File: src/rtl/fetch_stage_if.sv
// Instruction-memory req/ack handshake between the fetch stage (master) and imem (slave).
interface fetch_stage_if;
    logic        imem_req;
    logic [31:0] imem_addr;
    logic        imem_ack;
    logic [31:0] imem_rdata;

    modport master (output imem_req, imem_addr, input imem_ack, imem_rdata);
    modport slave  (input imem_req, imem_addr, output imem_ack, imem_rdata);
endinterface

File: src/rtl/fetch_stage.sv
// MIPS32 instruction fetch: owns the PC, fetches over req/ack, feeds the IF/ID register
// through a one-entry skid buffer, and redirects on taken branches.
module fetch_stage #(
    parameter logic [31:0] RESET_PC = 32'h0000_0000
) (
    input  logic               clk,
    input  logic               rst,
    fetch_stage_if.master      imem,
    input  logic               id_stall,
    input  logic               branch_taken,
    input  logic [31:0]        branch_target,
    output logic               if_id_valid,
    output logic [31:0]        if_id_instr,
    output logic [31:0]        if_id_pc4,
    output logic [5:0]         if_id_op,
    output logic [5:0]         if_id_func
);
    typedef enum logic [1:0] {IDLE, FETCH, DROP, HOLD} state_t;

    state_t      state_q, state_d;
    logic [31:0] pc_q, pc_d;
    logic [31:0] tgt_pend_q, tgt_pend_d;
    logic [31:0] skid_instr_q, skid_instr_d;
    logic [31:0] skid_pc4_q, skid_pc4_d;
    logic        valid_q, valid_d;
    logic [31:0] instr_q, instr_d;
    logic [31:0] pc4_q, pc4_d;
    logic        req_q, req_d;
    logic [31:0] tgt;
    logic [31:0] pc_inc;
    logic        accept;

    assign tgt    = branch_target & ~32'h3;
    assign pc_inc = pc_q + 32'd4;
    assign accept = !valid_q || !id_stall;

    always_comb begin
        state_d      = state_q;
        pc_d         = pc_q;
        tgt_pend_d   = tgt_pend_q;
        skid_instr_d = skid_instr_q;
        skid_pc4_d   = skid_pc4_q;
        instr_d      = instr_q;
        pc4_d        = pc4_q;
        // Default is a bubble unless decode is holding the current entry.
        valid_d      = id_stall ? valid_q : 1'b0;
        unique case (state_q)
            IDLE: state_d = FETCH;
            FETCH: begin
                if (imem.imem_ack && branch_taken) begin
                    pc_d    = tgt;
                    valid_d = 1'b0;
                end else if (imem.imem_ack && accept) begin
                    instr_d = imem.imem_rdata;
                    pc4_d   = pc_inc;
                    valid_d = 1'b1;
                    pc_d    = pc_inc;
                end else if (imem.imem_ack) begin
                    skid_instr_d = imem.imem_rdata;
                    skid_pc4_d   = pc_inc;
                    pc_d         = pc_inc;
                    valid_d      = valid_q;
                    state_d      = HOLD;
                end else if (branch_taken) begin
                    // Request must stay stable; remember where to go once it completes.
                    tgt_pend_d = tgt;
                    valid_d    = 1'b0;
                    state_d    = DROP;
                end
            end
            DROP: begin
                if (branch_taken) begin
                    tgt_pend_d = tgt;
                    valid_d    = 1'b0;
                end
                if (imem.imem_ack) begin
                    pc_d    = branch_taken ? tgt : tgt_pend_q;
                    state_d = FETCH;
                end
            end
            HOLD: begin
                if (branch_taken) begin
                    pc_d    = tgt;
                    valid_d = 1'b0;
                    state_d = FETCH;
                end else if (!id_stall) begin
                    instr_d = skid_instr_q;
                    pc4_d   = skid_pc4_q;
                    valid_d = 1'b1;
                    state_d = FETCH;
                end
            end
            default: state_d = IDLE;
        endcase
        req_d = (state_d == FETCH) || (state_d == DROP);
    end

    always_ff @(posedge clk or posedge rst) begin
        if (rst) begin
            state_q      <= IDLE;
            pc_q         <= RESET_PC;
            tgt_pend_q   <= '0;
            skid_instr_q <= '0;
            skid_pc4_q   <= '0;
            valid_q      <= 1'b0;
            instr_q      <= '0;
            pc4_q        <= '0;
            req_q        <= 1'b0;
        end else begin
            state_q      <= state_d;
            pc_q         <= pc_d;
            tgt_pend_q   <= tgt_pend_d;
            skid_instr_q <= skid_instr_d;
            skid_pc4_q   <= skid_pc4_d;
            valid_q      <= valid_d;
            instr_q      <= instr_d;
            pc4_q        <= pc4_d;
            req_q        <= req_d;
        end
    end

    assign imem.imem_req  = req_q;
    assign imem.imem_addr = pc_q;
    assign if_id_valid    = valid_q;
    assign if_id_instr    = instr_q;
    assign if_id_pc4      = pc4_q;
    assign if_id_op       = instr_q[31:26];
    assign if_id_func     = instr_q[5:0];
endmodule

File: src/flat_wrapper.sv
// flat-port wrapper written by rule: the top's interface ports become plain ports
module fetch_stage_flat 
#(
    parameter logic [31:0] RESET_PC = 32'h0000_0000
)
  (clk, rst, id_stall, branch_taken, branch_target, if_id_valid, if_id_instr, if_id_pc4, if_id_op, if_id_func, imem_imem_req, imem_imem_addr, imem_imem_ack, imem_imem_rdata);
  fetch_stage_if imem_i ();
  input  logic clk;
  input  logic rst;
  input  logic id_stall;
  input  logic branch_taken;
  input  logic [31:0] branch_target;
  output logic if_id_valid;
  output logic [31:0] if_id_instr;
  output logic [31:0] if_id_pc4;
  output logic [5:0] if_id_op;
  output logic [5:0] if_id_func;
  output wire logic [$bits(imem_i.imem_req)-1:0] imem_imem_req;
  output wire logic [$bits(imem_i.imem_addr)-1:0] imem_imem_addr;
  input wire logic [$bits(imem_i.imem_ack)-1:0] imem_imem_ack;
  input wire logic [$bits(imem_i.imem_rdata)-1:0] imem_imem_rdata;
  assign imem_imem_req = imem_i.imem_req;
  assign imem_imem_addr = imem_i.imem_addr;
  assign imem_i.imem_ack = imem_imem_ack;
  assign imem_i.imem_rdata = imem_imem_rdata;
  fetch_stage #(.RESET_PC(RESET_PC)) u_core (.clk(clk), .rst(rst), .imem(imem_i), .id_stall(id_stall), .branch_taken(branch_taken), .branch_target(branch_target), .if_id_valid(if_id_valid), .if_id_instr(if_id_instr), .if_id_pc4(if_id_pc4), .if_id_op(if_id_op), .if_id_func(if_id_func));
endmodule
File: config.mk
export PLATFORM = sky130hd
export DESIGN_NAME = fetch_stage_flat
export DESIGN_NICKNAME = d
export VERILOG_FILES = /design/src/rtl/fetch_stage_if.sv /design/src/rtl/fetch_stage.sv /design/src/flat_wrapper.sv
export SDC_FILE = /design/constraint.sdc
export NUM_CORES = 1
export LEC_CHECK = 0
export BUFFER_PORTS_ARGS = -buffer_cell sky130_fd_sc_hd__buf_2
export CORE_MARGIN = 4
export CORE_UTILIZATION = 30
export DETAILED_ROUTE_END_ITERATION = 7
export RECOVER_POWER = 50
export SYNTH_ARGS = -nofsm -noshare
export SYNTH_HDL_FRONTEND = slang
export SYNTH_SLANG_ARGS = --single-unit
File: constraint.sdc
create_clock -name clk -period 6.7 [get_ports clk]
set_input_delay 1.005 -clock clk [delete_from_list [all_inputs] [get_ports clk]]
set_output_delay 1.005 -clock clk [all_outputs]
set_load 0.005 [all_outputs]
==> summary.txt, run 1 <==
CTS
  – Post-CTS setup buffer count: 0
  – CTS resizes: 0
  – CTS Sinks: between 150 and 200
  – Clock transition at path regs: ~0.08 ns
  – Root Driver: clkbuf_16
  – CTS tree: done
  – Longest Clk Path Bufs: 2
  – Total CTS buffers: 17
  – Hold-fix buffer count after cts: 0
  – Later-pin clock latency in the skew report: between 0.4 and 0.5 ns
  – Number of H-tree levels: 4

Routing
  – Vias post-DR: 7965
  – Post-route ant nets: 0
  – Iter 0 DRT Violations: 564
  – WL per Instance: 18.2 microns
  – Via-to-Cell Ratio: 5.20
  – DRT Wirelength: around 28000 microns
  – # DRC: 0
  – First-pass DRT Iterations: 5

Timing
  – FMAX: 234 MHz
  – Worst-Margin Slew: slightly below 3 ns
  – Skew final: 0.0138 ns
  – Fin crit share: 63.7%
  – Fin. Hold Viols: 0
  – Setup TNS: 0 ns
  – # setup viols final: 0
  – RSZ-0062 raised after global routing: false
  – Min Tclk post-route: between 4 and 5 ns
  – Normalized max-slew margin: -95.1%
  – Pins over their slew limit: 262

Floorplan
  – Die X: 188 microns
  – Cell Rows: 65
  – Initial Util: just over 30%
  – Core area: between 30000 and 40000 sq um
  – DIE HEIGHT: around 190 microns
  – DIE AREA: 35200 sq um
  – I/O pins: 179

Placed design
  – Post-DP HPWL: ~19000 microns
  – GP Congestion: 0.801
  – PortBufs: 176
  – Placed cell area: 10800 sq um

Pwr
  – Tot Pwr: ~4.5 mW
  – Max IR drop VDD: 0.223 mV
  – Pwr/cell area: 396 nW/um^2
  – Leakage power: 4.78 nW

Logic synthesis
  – Top_reg_cell synth: dfrtp_1
  – Seq/Total Area, Yosys: between 50% and 60%
  – FFs w/ async S/R, synth: 100%
  – Mapped Area: 9690 sq um
  – Post-synthesis instance total: 1000
  – Syn avg cell area: a little under 10 sq um
  – Post-synth EDFFs: 0
  – Synth unique cells: 62
  – Synthesized Nets: 1070
  – Seq cells post-synth: just under 200
  – Synth Warn #: 0

Critical path
  – CP max stage delay: 1.42 ns
  – Reg2reg setup slack: 2.75 ns
  – Worst-path fanout max: 32
  – Crit-path cells: clkbuf_1, or2_0, o22ai_1, a221oi_1, o21a_1, o22a_1
  – Setup crit start kind: input pin
  – Crit Path Class: input pin to register
  – Crit path DAT: approximately 4.6 ns
  – Req. time, crit path: 7.07 ns
  – CP Capture Type: register
  – Max stage delay cell, worst path: or2_0

Global route
  – Pin count of the biggest net entering global routing: approximately 130
  – First-pass GRT wire length: approximately 44000 microns
  – Vias in the first global route: 7595
  – Grt ovf: 0
  – Initial antenna violation count: 6
  – Gr usage total: between 15 and 20%

Cells and area
  – Fraction of layout cells with a size suffix above 1: between 20% and 30%
  – Fin util: 35.6%
  – Final Cell Area: approximately 11000 sq um
  – Area growth syn-to-layout: 16.7%
  – Final #Nets: 1187
  – Commonest cells after routing, fill and taps aside: dfrtp_1 (196), nand2_1 (123), nor2_1 (118), buf_2 (113), mux2_2 (68)
  – Most common cell after layout, fill and taps aside: dfrtp_1

Run
  – Max-cap violations: 4

Worst hold path
  – Hold Path Class: register to register

Outcome
  – Status: complete, but fails checks
  – Failing checks: max-capacitance violations, max-slew violations
-- synthesized netlist by cell type (2+ instances only) --
cell | number | share of area [%]
nor4_1 | 5 | 0.32
a211o_1 | 11 | 0.99
nand4_1 | 8 | 0.52
nor2_1 | 118 | 4.6
o22a_1 | 9 | 0.81
dfrtp_1 | 196 | 51
xnor2_1 | 15 | 1.4
or2_2 | 3 | 0.19
o21ai_0 | 42 | 2.2
o22ai_1 | 34 | 2.2
clkbuf_1 | 47 | 1.8
nor2b_1 | 2 | 0.13
o2bb2a_1 | 7 | 0.72
a31oi_1 | 38 | 2.5
nor3b_1 | 3 | 0.23
nand3_1 | 29 | 1.5
a221oi_1 | 2 | 0.18
a221o_1 | 5 | 0.52
a32o_1 | 2 | 0.21
and3_1 | 3 | 0.19
o21a_1 | 6 | 0.46
a211oi_1 | 23 | 1.8
a22oi_1 | 7 | 0.54
a2bb2oi_1 | 4 | 0.36
xor2_1 | 11 | 0.99
a21o_1 | 5 | 0.39
mux2_2 | 68 | 7.9
a21oi_1 | 63 | 3.3
nand2_1 | 123 | 4.8
nor4_4 | 2 | 0.44
nand2b_1 | 4 | 0.26
and2_1 | 5 | 0.32
buf_4 | 14 | 1.1
and4_1 | 2 | 0.18
o211ai_1 | 15 | 1.2
inv_1 | 14 | 0.54
nor3_1 | 7 | 0.36
buf_2 | 18 | 0.93
buf_1 | 7 | 0.27
-- path summary, 6_finish.rpt --
kind | depth (start not counted) | startpoint | to
min in group asynchronous | 2 | rst | u_core.skid_instr_q[4]$_DFFE_PP0P_
max in group asynchronous | 3 | rst | u_core.skid_instr_q[30]$_DFFE_PP0P_
max reg2reg | 5 | u_core.state_q[0]$_DFF_PP0_ | u_core.if_id_pc4[24]$_DFFE_PP0P_
min | 1 | u_core.if_id_pc4[10]$_DFFE_PP0P_ | u_core.if_id_pc4[10]$_DFFE_PP0P_
min reg2reg | 1 | u_core.if_id_pc4[10]$_DFFE_PP0P_ | u_core.if_id_pc4[10]$_DFFE_PP0P_
max | 6 | branch_taken | u_core.imem.imem_addr[14]$_DFFE_PP0P_
-- critical path: cells and delay by family --
family / cells / cell delay, ns
AO/OA/AOI/OAI: 4 / 1.10
buffers and inverters: 1 / 1.08
AND/OR/NAND/NOR: 1 / 1.42
-- state kept, by name, indices dropped and copies added, names as in the netlist --
register,cells
u_core.if_id_instr,32
u_core.if_id_pc4,32
u_core.imem.imem_addr,32
u_core.skid_instr_q,32
u_core.skid_pc4_q,32
u_core.tgt_pend_q,32
u_core.state_q,2
u_core.if_id_valid,1
u_core.imem.imem_req,1
-- cell families (layout without fill, tap and decap cells) --
group	count (synthesis)	count (layout)	synth area share, %
compound gates	283	283	19.1
xor+xnor	26	26	2.35
fa+ha+maj	1	1	0.129
buf+inv	101	231	4.70
flops	196	196	50.6
mux	70	70	8.12
other cells	0	1	0
simple gates	323	323	15.0
-- metrics by stage --
step           hold WS (ns)  setup WS (ns)  instances
6_report              0.479           2.43       1533
5_1_grt               0.499           1.69       1532
4_1_cts               0.479           2.72       1532
3_5_place_dp          0.461           2.75       1500
3_3_place_gp          0.459           2.86       1500
2_1_floorplan         0.454          0.354       1000
-- cell type report --
type | instances | area [sq um]
Fill cell | 3273 | 20400
Sequential cell | 196 | 4900
Multi-Input combinational cell | 703 | 4340
Timing Repair Buffer | 185 | 867
Tap cell | 402 | 503
Clock buffer | 19 | 443
Clock inverter | 13 | 190
Inverter | 14 | 56.3
Antenna cell | 1 | 2.50
-- power breakdown --
group / internal, mW / switching (mW)
combinational: 0.609 / 0.779
clock: 0.614 / 0.497
sequential: 1.63 / 0.340
-- routing by layer --
metal	share of wire (%)	track usage, %
met5	0.20	0
met4	1.4	3.30
met3	7.9	5.10
met2	44	23.3
met1	46	22.0
Power figures use the tool's default switching activity.
==> inputs of run 2 (changes only) <==
==> constraint.sdc (replaced) <==
create_clock -name clk -period 4.18 [get_ports clk]
set_input_delay 0.627 -clock clk [delete_from_list [all_inputs] [get_ports clk]]
set_output_delay 0.627 -clock clk [all_outputs]
set_load 0.005 [all_outputs]
==> run 2 against run 1 <==
The run still ends with max-capacitance violations, max-slew violations left. Setup slack worse by 0.76 ns. Global-route usage about the same. Cell area rose by 1.0%. Count of clock-buffer cells in the layout shrank 2. Sequential power increased by 60%. First-iteration DRC count increased by 6.4%. Register-to-register slack worse by 1.1 ns. Sequential cell count unchanged. Highest routed layer unchanged.
==> summary.txt, run 2 (synthesized netlist as in run 1, its figures left out) <==
Floorplan
  – I/O pins: 179
  – Die X: about 190 microns
  – DIE AREA: 35200 sq um
  – Cell Rows: 65
  – Initial Util: 30.6%
  – DIE HEIGHT: 188 microns
  – Core area: 31700 sq um

Worst hold path
  – Hold Path Class: input pin to asynchronous set/reset pin

Routing
  – Iter 0 DRT Violations: 600
  – Post-route ant nets: 0
  – First-pass DRT Iterations: 5
  – # DRC: 0
  – Vias post-DR: ~8000
  – Via-to-Cell Ratio: ~5.2
  – DRT Wirelength: between 20000 and 30000 microns
  – WL per Instance: 18.0 microns

Pwr
  – Pwr/cell area: 626 nW/um^2
  – Max IR drop VDD: between 0.3 and 0.4 mV
  – Leakage power: 4.89 nW
  – Tot Pwr: roughly 7.1 mW

Cells and area
  – Commonest cells after routing, fill and taps aside: dfrtp_1 (196), buf_2 (143), nand2_1 (122), nor2_1 (118), mux2_2 (68)
  – Area growth syn-to-layout: 17.9%
  – Fillcell total: 3251
  – Final Cell Area: 11400 sq um
  – Fraction of layout cells with a size suffix above 1: 24.3%
  – Final #Nets: 1195
  – Reg area: between 4000 and 5000 sq um
  – Area of the multi-input gates: roughly 4300 sq um
  – Most common cell after layout, fill and taps aside: dfrtp_1
  – Fin util: 36.0%
  – Non-filler cells, final: 1541

Timing
  – Fin crit share: 60.0%
  – Worst-Margin Slew: 1.61 ns
  – Pins over their slew limit: 31
  – Final hold slack: 0.222 ns
  – Skew final: about 0.012 ns
  – RSZ-0062 raised after global routing: false
  – Setup TNS: 0 ns
  – Min Tclk post-route: 2.51 ns
  – FMAX: roughly 400 MHz
  – Fin. Hold Viols: 0
  – Final setup margin: ~1.7 ns
  – Normalized max-slew margin: -7.52%
  – # setup viols final: 0

Critical path
  – Worst-path fanout max: 14
  – Max stage delay cell, worst path: nor3_2
  – FF-to-FF path depth: 5
  – CP max stage delay: 0.77 ns
  – Crit-path cells: nand4_2, nor3_2, nand3_1, xor2_1, o22ai_1
  – Crit Path Class: register to register
  – Setup crit start kind: register
  – Req. time, crit path: ~4.5 ns
  – CP Capture Type: register
  – Crit path DAT: 2.80 ns

Global route
  – Initial antenna violation count: 6
  – Pin count of the biggest net entering global routing: 92
  – Grt ovf: 0
  – Gr usage total: 15.5%
  – First-pass GRT wire length: 44200 microns
  – Vias in the first global route: roughly 7600

CTS
  – CTS Sinks: 196
  – Number of H-tree levels: 4
  – Post-CTS setup buffer count: 0
  – CTS resizes: 0
  – Root Driver: clkbuf_16
  – Total CTS buffers: 17
  – Clock transition at path regs: 0.08 ns
  – Later-pin clock latency in the skew report: approximately 0.44 ns
  – Hold-fix buffer count after cts: 0
  – Longest Clk Path Bufs: 2
  – CTS tree: done

Placed design
  – PortBufs: roughly 180
  – Cells after DPL: approximately 1500
  – GP Congestion: around 0.81
  – Placement Setup Slack: roughly 1.3 ns
  – Placed cell area: 10900 sq um
  – Post-DP HPWL: 19500 microns

Run
  – Max-cap violations: 1

Outcome
  – Status: complete, but fails checks
  – Failing checks: max-capacitance violations, max-slew violations
run 2: changes by cell type in the layout (fill, tap and decap cells not counted), moves of 3 or more:
cell	before	now
buf_4	8	13
clkbuf_1	63	34
buf_2	113	143
inv_6	2	5
buf_12	0	3
run 2: final timing paths:
check / start / end / slack (ns)
worst max register to register: u_core.imem.imem_addr[10]$_DFFE_PP0P_ / u_core.if_id_pc4[31]$_DFFE_PP0P_ / 1.67
worst min-delay path: rst / u_core.skid_pc4_q[2]$_DFFE_PP0P_ / 0.22
worst min register to register: u_core.if_id_pc4[10]$_DFFE_PP0P_ / u_core.if_id_pc4[10]$_DFFE_PP0P_ / 0.48
min in group clk: imem_imem_rdata[3] / u_core.skid_instr_q[3]$_DFFE_PP0P_ / 0.42
max in group asynchronous: rst / u_core.tgt_pend_q[15]$_DFFE_PP0P_ / 2.10
worst max-delay path: u_core.imem.imem_addr[10]$_DFFE_PP0P_ / u_core.if_id_pc4[31]$_DFFE_PP0P_ / 1.67
run 2: critical path, delay by kind of cell (launching register included):
family	cells	cell delay [ns]
AO/OA/AOI/OAI	1	0.13
AND/OR/NAND/NOR	3	1.32
flip-flops	1	0.53
XOR/XNOR	1	0.38
run 2: where the power goes:
group	switching [mW]	leakage [nW]	internal [mW]
Sequential	0.531	2.29	2.62
Clock	0.825	0.295	0.914
Combinational	1.25	2.31	1.01
Total	2.61	4.89	4.54
run 2: per-layer routing:
| metal | vias to the layer above | part of all wire (%) | GRT usage (%) |
|---|---|---|---|
| met5 | - | 0.22 | 0 |
| met4 | 10 | 1.5 | 3.47 |
| met3 | 37 | 6.1 | 4.34 |
| met2 | 236 | 45 | 24.0 |
| met1 | 3908 | 47 | 21.8 |
| li1 | 3843 | - | - |
run 2: final cells by class:
type / count / share of cell area (%)
Tap cell: 402 / 4.40
Multi-Input combinational cell: 703 / 38.0
Timing Repair Buffer: 193 / 8.76
Sequential cell: 196 / 42.9
Inverter: 14 / 0.471
Antenna cell: 1 / 0.0219
Clock buffer: 17 / 3.72
Clock inverter: 15 / 1.68
==> inputs of run 3 (changes only) <==
--- a/config.mk
+++ b/config.mk
@@ -5,6 +5,7 @@
 export SDC_FILE = /design/constraint.sdc
 export NUM_CORES = 1
 export LEC_CHECK = 0
+export ABC_AREA = 1
 export BUFFER_PORTS_ARGS = -buffer_cell sky130_fd_sc_hd__buf_2
 export CORE_MARGIN = 4
 export CORE_UTILIZATION = 30
==> constraint.sdc (replaced) <==
create_clock -name clk -period 2.5 [get_ports clk]
set_input_delay 0.375 -clock clk [delete_from_list [all_inputs] [get_ports clk]]
set_output_delay 0.375 -clock clk [all_outputs]
set_load 0.005 [all_outputs]
==> run 3 against run 2 <==
Setup slack got worse by 1.3 ns. Hold slack got worse by 0.070 ns. Via count grew 12%. Sequential share of layout area shrank 0.74 points. Critical path depth grew 3. Synthesized cell count rose by 32%. Utilization down 0.29 points. Maximum frequency increased by 18%. First-iteration DRC count rose by 38%. Sequential power is 77% higher. The flow now finishes without violations. Critical path type unchanged.
==> summary.txt, run 3 <==
Timing
  – Normalized max-slew margin: under 10%
  – Fin crit share: 85.4%
  – Final hold slack: 0.153 ns
  – Skew final: ~0.014 ns
  – Fin. Hold Viols: 0
  – RSZ-0062 raised after global routing: false
  – Worst-Margin Slew: 1.44 ns
  – # setup viols final: 0
  – FMAX: roughly 470 MHz
  – Min Tclk post-route: 2.13 ns
  – Pins over their slew limit: 0

Logic synthesis
  – Most common cell in the netlist: nand2_1
  – Synth top area share: approximately 50%
  – Synthesized Nets: 1391
  – Synth cell count leaders: nand2_1 (414), dfrtp_1 (196), nor2_1 (178), a21oi_1 (113), inv_1 (92)
  – FFs w/ async S/R, synth: 100%
  – Seq cells post-synth: between 150 and 200
  – Post-synthesis instance total: between 1000 and 1500
  – Synth unique cells: 34
  – Top cells by area, synth: dfrtp_1 (50%), nand2_1 (16%), nor2_1 (6.7%)
  – Top_reg_cell synth: dfrtp_1
  – Seq/Total Area, Yosys: 49.5%
  – Syn avg cell area: 7.50 sq um
  – Post-synth EDFFs: 0
  – Area leader, netlist: dfrtp_1
  – Mapped Area: 9900 sq um
  – Synth Warn #: 0

Floorplan
  – DIE AREA: 36000 sq um
  – DIE HEIGHT: 190 microns
  – Initial Util: 30.4%
  – Die X: 190 microns
  – Cell Rows: 66
  – I/O pins: 179
  – Core area: 32500 sq um

Global route
  – Initial antenna violation count: 2
  – Vias in the first global route: ~8400
  – Pin count of the biggest net entering global routing: about 130
  – Gr usage total: 16.0%
  – First-pass GRT wire length: roughly 46000 microns
  – Grt ovf: 0

Worst hold path
  – Hold Path Class: input pin to register

CTS
  – Post-CTS setup buffer count: 0
  – Number of H-tree levels: 4
  – Total CTS buffers: 17
  – Clock transition at path regs: 0.08 ns
  – Root Driver: clkbuf_16
  – Longest Clk Path Bufs: 2
  – CTS tree: done
  – CTS Sinks: 196
  – Later-pin clock latency in the skew report: 0.44 ns

Cells and area
  – Diode count: 0
  – Non-filler cells, final: 1901
  – Area of the multi-input gates: 4190 sq um
  – Fraction of layout cells with a size suffix above 1: 13.0%
  – Area growth syn-to-layout: 17.4%
  – Final Cell Area: 11600 sq um
  – Commonest cells after routing, fill and taps aside: nand2_1 (413), dfrtp_1 (196), nor2_1 (178), buf_2 (126), a21oi_1 (113)
  – Reg area: about 4900 sq um
  – Final #Nets: 1516
  – Fillcell total: 3513
  – Most common cell after layout, fill and taps aside: nand2_1
  – Fin util: a little over a third

Critical path
  – CP Capture Type: register
  – Crit path DAT: 2.50 ns
  – Worst-path fanout max: 58
  – Req. time, crit path: 2.86 ns
  – Crit Path Class: register to register
  – Setup crit start kind: register

Routing
  – Post-route ant nets: 0
  – DRT Wirelength: 29100 microns
  – First-pass DRT Iterations: 5
  – Iter 0 DRT Violations: 826
  – Vias post-DR: roughly 9000
  – # DRC: 0
  – Via-to-Cell Ratio: between 4 and 5
  – WL per Instance: 15.3 microns

Placed design
  – GP Congestion: approximately 0.89
  – PortBufs: 176
  – Post-DP HPWL: ~20000 microns
  – Placed cell area: 11100 sq um
  – Cells after DPL: 1868

Pwr
  – Pwr/cell area: 1110 nW/um^2
  – Leakage power: 5.61 nW
  – Max IR drop VDD: roughly 0.48 mV
  – Tot Pwr: 12.9 mW

Run
  – Max-cap violations: 0

Outcome
  – Status: complete, no violations
run 3: cell types whose count changed after synthesis, sizes merged, moves of 39 or more:
cell	before	now
a21oi	63	115
inv	14	96
mux2	69	0
nand2	123	415
nor2	118	181
o21ai	42	81
run 3: critical path, cell delays in order (launching register included):
cell	delay (ns)
dfrtp_1	0.45
buf_4	0.36
nand2_1	0.14
inv_2	0.27
nor2_1	0.13
a21oi_4	0.21
buf_12	0.26
nor2_1	0.07
a21oi_1	0.13
run 3: stage by stage:
| step | setup slack, ns | TNS, ns |
|---|---|---|
| 2_1_floorplan | -0.407 | -79.85 |
| 5_1_grt | 0.139 | 0 |
| 6_report | 0.366 | 0 |
| 3_3_place_gp | 0.464 | 0 |
| 4_1_cts | 0.363 | 0 |
| 3_5_place_dp | 0.396 | 0 |
run 3: area by class of cell:
type                    count  area share, %
multi-input cells         939           36.1
repair buffers            195           9.04
clock inverters            14           1.00
clock buffers              18           3.78
well taps                 442           4.76
inverters                  97           3.14
flip-flops and latches    196           42.2
run 3: layer usage:
metal  track usage (%)  wire length [microns]
met1              23.6                  14400
met2              23.5                  12200
met3              3.47                   1640
met4              5.20                    763
met5                 0                     14
run 3: repair_timing:
action / in CTS / in global routing
hold endpoints to repair: 2 / 0
hold buffers: 1 / 0
resized for setup: 0 / 0
run 3: final timing paths:
check,slack [ns],start,depth (start not counted),endpoint
hold / removal,0.15,imem_imem_rdata[27],3,u_core.skid_instr_q[27]$_DFFE_PP0P_
max in group asynchronous,0.51,rst,4,u_core.skid_instr_q[28]$_DFFE_PP0P_
hold reg to reg,0.47,u_core.skid_instr_q[30]$_DFFE_PP0P_,2,u_core.skid_instr_q[30]$_DFFE_PP0P_
setup reg to reg,0.37,u_core.state_q[1]$_DFF_PP0_,8,u_core.tgt_pend_q[17]$_DFFE_PP0P_
min in group asynchronous,0.36,rst,3,u_core.imem.imem_req$_DFF_PP0_
setup / recovery,0.37,u_core.state_q[1]$_DFF_PP0_,8,u_core.tgt_pend_q[17]$_DFFE_PP0P_
run 3: cells by family after synthesis:
group,Yosys count,synth area share (%)
and+or+nand+nor,637,24.9
AOI/OAI and AO/OA,294,16.5
DFF,196,49.5
buffers and inverters,186,8.29
xor gates and xnor gates,7,0.619
adders and majority gates,1,0.126
run 3: where the power goes:
part           leakage (nW)  switching (mW)  internal, mW
clock network         0.274            1.32          1.33
registers              2.28            1.01          4.56
logic                  3.05            2.94          1.75
total                  5.61            5.27          7.64
